--- config.mk ---
export PLATFORM = sky130hd
export DESIGN_NAME = ysyx_22040386_ifu
export DESIGN_NICKNAME = d
export VERILOG_FILES = /design/src/rtl/ysyx_22040386_pkg.sv /design/src/rtl/ysyx_22040386_ifu.sv
export SDC_FILE = /design/constraint.sdc
export NUM_CORES = 1
export LEC_CHECK = 0
export BUFFER_PORTS_ARGS = -buffer_cell sky130_fd_sc_hd__buf_4
export CORE_ASPECT_RATIO = 0.8
export CORE_MARGIN = 8
export CORE_UTILIZATION = 45
export DETAILED_ROUTE_END_ITERATION = 12
export GPL_TIMING_DRIVEN = 1
export PLACE_DENSITY = 0.75
export SYNTH_ARGS = -nofsm -noshare
export SYNTH_HDL_FRONTEND = slang
export SYNTH_SLANG_ARGS = --single-unit
--- constraint.sdc ---
create_clock -name i_IF_clk -period 2.8 [get_ports i_IF_clk]
set_clock_uncertainty 0.1 [all_clocks]
set_input_delay 0.56 -clock i_IF_clk [delete_from_list [all_inputs] [get_ports i_IF_clk]]
set_output_delay 0.56 -clock i_IF_clk [all_outputs]
set_load 0.02 [all_outputs]
--- src/rtl/ysyx_22040386_pkg.sv ---
// rtl/ysyx_22040386_pkg.sv - shared IF stage types and constants
package ysyx_22040386_pkg;

  typedef enum logic [1:0] {
    S_REQ  = 2'd0,
    S_WAIT = 2'd1,
    S_HOLD = 2'd2
  } if_state_e;

  localparam logic [31:0] RV_NOP            = 32'h0000_0013;
  localparam logic [63:0] DEFAULT_RESET_PC  = 64'h8000_0000;
  localparam logic [63:0] DEFAULT_INST_STEP = 64'd4;

  function automatic logic [63:0] align_target(input logic [63:0] pc);
    return {pc[63:2], 2'b00};
  endfunction

endpackage

--- src/rtl/ysyx_22040386_ifu.sv ---
// rtl/ysyx_22040386_ifu.sv - instruction fetch unit with single outstanding imem request
module ysyx_22040386_ifu
  import ysyx_22040386_pkg::*;
#(
  parameter logic [63:0] RESET_PC  = DEFAULT_RESET_PC,
  parameter logic [63:0] INST_STEP = DEFAULT_INST_STEP
) (
  input  logic        i_IF_clk,
  input  logic        i_IF_rst,
  input  logic        i_IF_redirect,
  input  logic [63:0] i_IF_redirect_pc,
  output logic        o_IF_imem_req,
  output logic [63:0] o_IF_imem_addr,
  input  logic        i_IF_imem_gnt,
  input  logic        i_IF_imem_rvalid,
  input  logic [31:0] i_IF_imem_rdata,
  output logic        o_IF_valid,
  input  logic        i_IF_id_ready,
  output logic [63:0] o_IF_pc,
  output logic [31:0] o_IF_inst,
  output logic [63:0] o_IF_fetch_cnt
);

  if_state_e   state_q;
  logic [63:0] pc_q;
  logic [63:0] cnt_q;
  logic [31:0] inst_q;
  logic        drop_q;
  logic [63:0] target_d;

  assign target_d = align_target(i_IF_redirect_pc);

  always_ff @(posedge i_IF_clk) begin
    if (i_IF_rst) begin
      state_q <= S_REQ;
      pc_q    <= RESET_PC;
      cnt_q   <= 64'd0;
      inst_q  <= RV_NOP;
      drop_q  <= 1'b0;
    end else begin
      unique case (state_q)
        S_REQ: begin
          if (i_IF_redirect) pc_q <= target_d;
          if (i_IF_imem_gnt) begin
            state_q <= S_WAIT;
            drop_q  <= i_IF_redirect;
          end
        end
        S_WAIT: begin
          if (i_IF_redirect) pc_q <= target_d;
          // A response arriving with the redirect is itself the stale one, so nothing is left to drop.
          if (i_IF_imem_rvalid) begin
            drop_q <= 1'b0;
            if (drop_q || i_IF_redirect) begin
              state_q <= S_REQ;
            end else begin
              inst_q  <= i_IF_imem_rdata;
              state_q <= S_HOLD;
            end
          end else if (i_IF_redirect) begin
            drop_q <= 1'b1;
          end
        end
        S_HOLD: begin
          if (i_IF_redirect) begin
            pc_q    <= target_d;
            state_q <= S_REQ;
          end else if (i_IF_id_ready) begin
            pc_q    <= pc_q + INST_STEP;
            cnt_q   <= cnt_q + 64'd1;
            state_q <= S_REQ;
          end
        end
        default: state_q <= S_REQ;
      endcase
    end
  end

  assign o_IF_imem_req  = !i_IF_rst && (state_q == S_REQ);
  assign o_IF_imem_addr = pc_q;
  assign o_IF_valid     = !i_IF_rst && (state_q == S_HOLD) && !i_IF_redirect;
  assign o_IF_pc        = pc_q;
  assign o_IF_inst      = inst_q;
  assign o_IF_fetch_cnt = cnt_q;

endmodule

# Word level (Yosys, flattened, before mapping)

Cells that the tools add are included.

Register bits: 163

Add/sub/neg operators: 2
Equality and inequality tests: 7
Muxes and demuxes: 14
Bitwise operators: 2
Reduce and logical (&&, ||, !) cells: 15

Operator list:

| cell                                                                     | number |
|---|---|
| 64-bit two-way mux                                                       | 3 |
| 64-bit case mux with 2 select lines                                      | 1 |
| 64-bit by 1-bit adder with 64-bit output (second input constant)         | 1 |
| 64-bit by 3-bit adder with 64-bit output (second input constant)         | 1 |
| 3-bit AND reduction                                                      | 5 |
| 2-bit two-way mux                                                        | 5 |
| 3-bit inequality test (second input constant)                            | 2 |
| 2-bit case mux with 3 select lines                                       | 1 |
| 2-bit inequality test (second input constant)                            | 2 |
| 2-bit nonzero test                                                       | 2 |
| 1-bit logical AND                                                        | 3 |
| 1-bit two-way mux                                                        | 3 |
| 2-bit by 1-bit == test with 1-bit output (second input constant)         | 1 |
| 2-bit == test (second input constant)                                    | 1 |
| 1-bit zero test                                                          | 2 |
| 2-bit zero test                                                          | 1 |
| 2-bit by 1-bit inequality test with 1-bit output (second input constant) | 1 |
| 1-bit inverter                                                           | 2 |
| 1-bit case mux with 2 select lines                                       | 1 |
| 2-bit OR reduction                                                       | 1 |
| 1-bit logical OR                                                         | 1 |

# Longest topological paths before layout

Depth after elaboration: 4
Mapped depth: 9

# Worst setup path before layout

OpenSTA, ideal clock, no wires.

Path kind: reg2reg
Start point: reg pc_q[2] (netlist: o_IF_imem_addr[2])
End point: reg pc_q[52] (netlist: o_IF_imem_addr[52])
Setup time: 0.074 ns
Arrival time: 2.791 ns
Data required time: 2.626 ns
Setup slack: -0.165 ns
Stages on the path, launching flop included: 9
Buffers on the path: 1
Clock period less this slack: 2.965 ns
Path through: dfxtp_1 ha_1 nand3_2 or3_4 or4_4 or2_1 buf_6 or4_1 a31oi_1

Longest elaborated chain between the ends: 4

Ends and longest elaborated chain:

| item                                     | line                    | text |
|---|---|---|
| start: declaration                       | ysyx_22040386_ifu.sv:25 | `logic [63:0] pc_q;` |
| start signal: assignment                 | ysyx_22040386_ifu.sv:43 | `if (i_IF_redirect) pc_q <= target_d;` |
| start signal: assignment                 | ysyx_22040386_ifu.sv:50 | `if (i_IF_redirect) pc_q <= target_d;` |
| start signal: assignment                 | ysyx_22040386_ifu.sv:66 | `pc_q <= target_d;` |
| 64-bit by 3-bit adder with 64-bit output | ysyx_22040386_ifu.sv:69 | `pc_q <= pc_q + INST_STEP;` |
| 64-bit two-way mux                       | ysyx_22040386_ifu.sv:68 | `end else if (i_IF_id_ready) begin` |
| 64-bit two-way mux                       | ysyx_22040386_ifu.sv:65 | `if (i_IF_redirect) begin` |
| 64-bit case mux with 2 select lines      | ysyx_22040386_ifu.sv:41 | `unique case (state_q)` |

No other way between the ends. The select of a mux whose other input is x is not followed.
A chain may end at the register's enable or synchronous reset.

# Worst setup path after layout

Same ends and word-level chain as after synthesis.

==> impl_metrics.tcl <==
set metrics [dict create \
    status "finished clean" \
    ctsHoldBuffers 0 \
    h-tree-depth 4 \
    first_iter_violations 864 \
    die_w_microns 172 \
    dieArea_sq_mm 0.0242 \
    ioPinCount 328 \
    cts_sinks 161 \
    cts_buffers 17 \
    layout.cells.most_common_list "388 x buf_4, 161 x nand2_1, 159 x dfxtp_1" \
    grt_pass1_wl_microns 48200 \
    viasPerCell 5.69 \
    async_flop_share_pct 0 \
    initial_utilization_pct 46.1 \
    whs_ps 247 \
    setup.worst_path.start_class "register" \
    antenna_left 0 \
    worstPathRequired_ps 3050 \
    drc 0 \
    layout.nets 1530 \
    std_cell_rows 45 \
    vdd_ir_drop_max_v 0.000303 \
    cpMaxStageDelayCell "or4_4" \
    core_area_sq_mm 0.0190 \
    crit_path_max_incr_delay_ps 570 \
    ys_seq_area_share_pct 36.8 \
    antenna_cells 0 \
    slew_headroom_pct 46.5 \
    worst_pin_slew_ps 800 \
    grt_usage_pct 24.4 \
    finalSetupTns_ps 0 \
    wl_per_cell_microns 18.3 \
    avgSynthCellArea_sq_um 7.64 \
    setup_viol 0 \
    grt_start_max_net_pins 64 \
    dp_worst_setup_slack_ps 30.9 \
    ys_warn_count 0 \
    dominantRegCellSynth "dfxtp_1" \
    crit_fanout 5 \
    finalHoldViolCount 0 \
    root_buffer "clkbuf_16" \
    ys_types 64 \
    cts_buffer_depth 2 \
    min_period_ps 2710 \
    p_leak_nw 4.92 \
    drt_first_pass_iters 5 \
    slew_viol_final 0 \
    routed_wl_microns 31100 \
    antenna_found_initial 0 \
    clk_pin_slew_ps 70 \
    synth-edff-count 0 \
    portBuffers 321 \
    syn_to_final_growth_pct 36.5 \
    layout_commonest_cell "buf_4" \
    period_share_pct 96.9 \
    ys_ff_latch 161 \
    hold_class "in2reg" \
    drv_cap 0 \
    powerDensity_mw_per_mm2 483 \
    synthCells 1148 \
    setup_ws_ps 87.6 \
    grt_pass1_vias 9029 \
    die_h_microns 141 \
    overflow 0 \
    cts_tree "done" \
    gp_congestion 0.913 \
    dp_hpwl_microns 22900 \
    worstSetupPathType "reg2reg" \
    drive_gt1_share_pct 30.9 \
    cp.arrival_ps 2960 \
    cp-end-kind "register" \
    grt_setup_unrepaired "false" \
    syn_area_sq_mm 0.00877 \
    vias 9648 \
    clock_latency_ps 430 \
    rrSetupSlack_ps 90 \
    path_cells "ha_2 > nand3_2 > or3_4 > or4_4 > or2_4 > or4_1 > a31oi_1" \
    fmax_ghz 0.369 \
]
-- through the flow --
stage	power [mW]	cells	instance area [sq um]	util [%]
after CTS	5.82	1697	12000	62.9
after detailed placement	3.34	1665	11300	59.6
after global routing	5.98	1697	12000	62.9
final	5.78	1697	12000	62.9
after global placement	3.33	1665	11300	59.6
after floorplan	2.97	1151	8790	-
-- worst paths after layout --
| check | depth (start not counted) | start | to |
|---|---|---|---|
| min | 3 | i_IF_imem_rdata[4] | o_IF_inst[4] |
| max | 7 | o_IF_imem_addr[2] | o_IF_imem_addr[52] |
| max reg2reg | 7 | o_IF_imem_addr[2] | o_IF_imem_addr[52] |
| min reg2reg | 2 | o_IF_inst[20] | o_IF_inst[20] |
-- cell families (layout without fill, tap and decap cells) --
family / Yosys count / in the layout / synth area share (%)
AO/OA/AOI/OAI: 241 / 241 / 17.0
XOR/XNOR: 52 / 52 / 5.19
adder cells (fa/ha/maj): 2 / 2 / 0.285
buffers and inverters: 148 / 436 / 9.26
flip-flops: 161 / 161 / 36.8
multiplexers: 7 / 7 / 0.842
other: 1 / 4 / 0.0428
AND/OR/NAND/NOR: 536 / 536 / 30.6
-- cell usage after synthesis, types with 3 or more instances --
cell type / n / area share, %
a21oi_1: 89 / 5.1
dfxtp_1: 161 / 37
and2_1: 11 / 0.78
o32ai_1: 4 / 0.40
a211oi_1: 9 / 0.77
o21a_1: 8 / 0.68
buf_1: 9 / 0.39
o22ai_1: 8 / 0.57
nor3b_1: 3 / 0.26
clkbuf_1: 58 / 2.5
nand2_1: 161 / 6.9
nor4_1: 11 / 0.78
nand2b_1: 4 / 0.29
buf_4: 66 / 5.6
or3_1: 21 / 1.5
inv_1: 12 / 0.51
o211ai_1: 19 / 1.6
a22oi_1: 8 / 0.68
a31oi_1: 22 / 1.6
mux2i_1: 4 / 0.46
nand3_2: 3 / 0.34
nor4_2: 3 / 0.43
o31a_1: 3 / 0.30
a22o_1: 4 / 0.40
or4_1: 16 / 1.4
o21ai_0: 40 / 2.3
a41oi_1: 4 / 0.40
nor3_1: 22 / 1.3
nor2_1: 112 / 4.8
nand3_1: 71 / 4.1
a21boi_0: 5 / 0.43
and4_1: 16 / 1.6
and3_1: 30 / 2.1
o31ai_1: 3 / 0.26
nand4_1: 40 / 2.9
mux2_2: 3 / 0.39
xor2_1: 26 / 2.6
xnor2_1: 26 / 2.6
-- where the power goes --
| group | internal (mW) | total, mW | switching (mW) |
|---|---|---|---|
| combinational | 0.375 | 0.841 | 0.466 |
| sequential | 2.36 | 2.45 | 0.0943 |
| clock | 1.44 | 2.49 | 1.05 |
| total | 4.17 | 5.78 | 1.61 |
-- per-layer routing --
metal	part of all wire (%)	up-vias	global-route usage (%)	routed length, microns
met3	10	57	7.06	3130
met1	43	4515	31.4	13300
met5	0	-	0	0
met4	2.1	0	7.20	639
li1	-	4609	-	-
met2	45	467	38.8	14000
-- critical path: cells and delay by family (launching register included) --
family                     cells  cell delay [ps]
adders and majority gates      1              210
DFF                            1              350
and+or+nand+nor                5             1810
AOI/OAI and AO/OA              1              170
-- cell type report --
class / count / area (sq um)
repair buffers: 391 / 2970
flip-flops and latches: 161 / 3230
clock buffers: 18 / 429
clock inverters: 14 / 191
multi-input cells: 842 / 4780
inverters: 13 / 48.8
fillers: 1722 / 7060
well taps: 258 / 323
-- sequential cells by signal (all words and copies together), names as in the netlist --
| name | flops |
|---|---|
| drop_q | 1 |
| o_IF_inst | 32 |
| o_IF_imem_addr | 62 |
| o_IF_fetch_cnt | 64 |
| state_q | 2 |
-- timing repair --
item                                    4_1_cts  5_1_grt
endpoints found under the setup margin        0        3
gates resized for setup                       0        1
setup buffers                                 0        0
(Power assumes the default switching activity.)
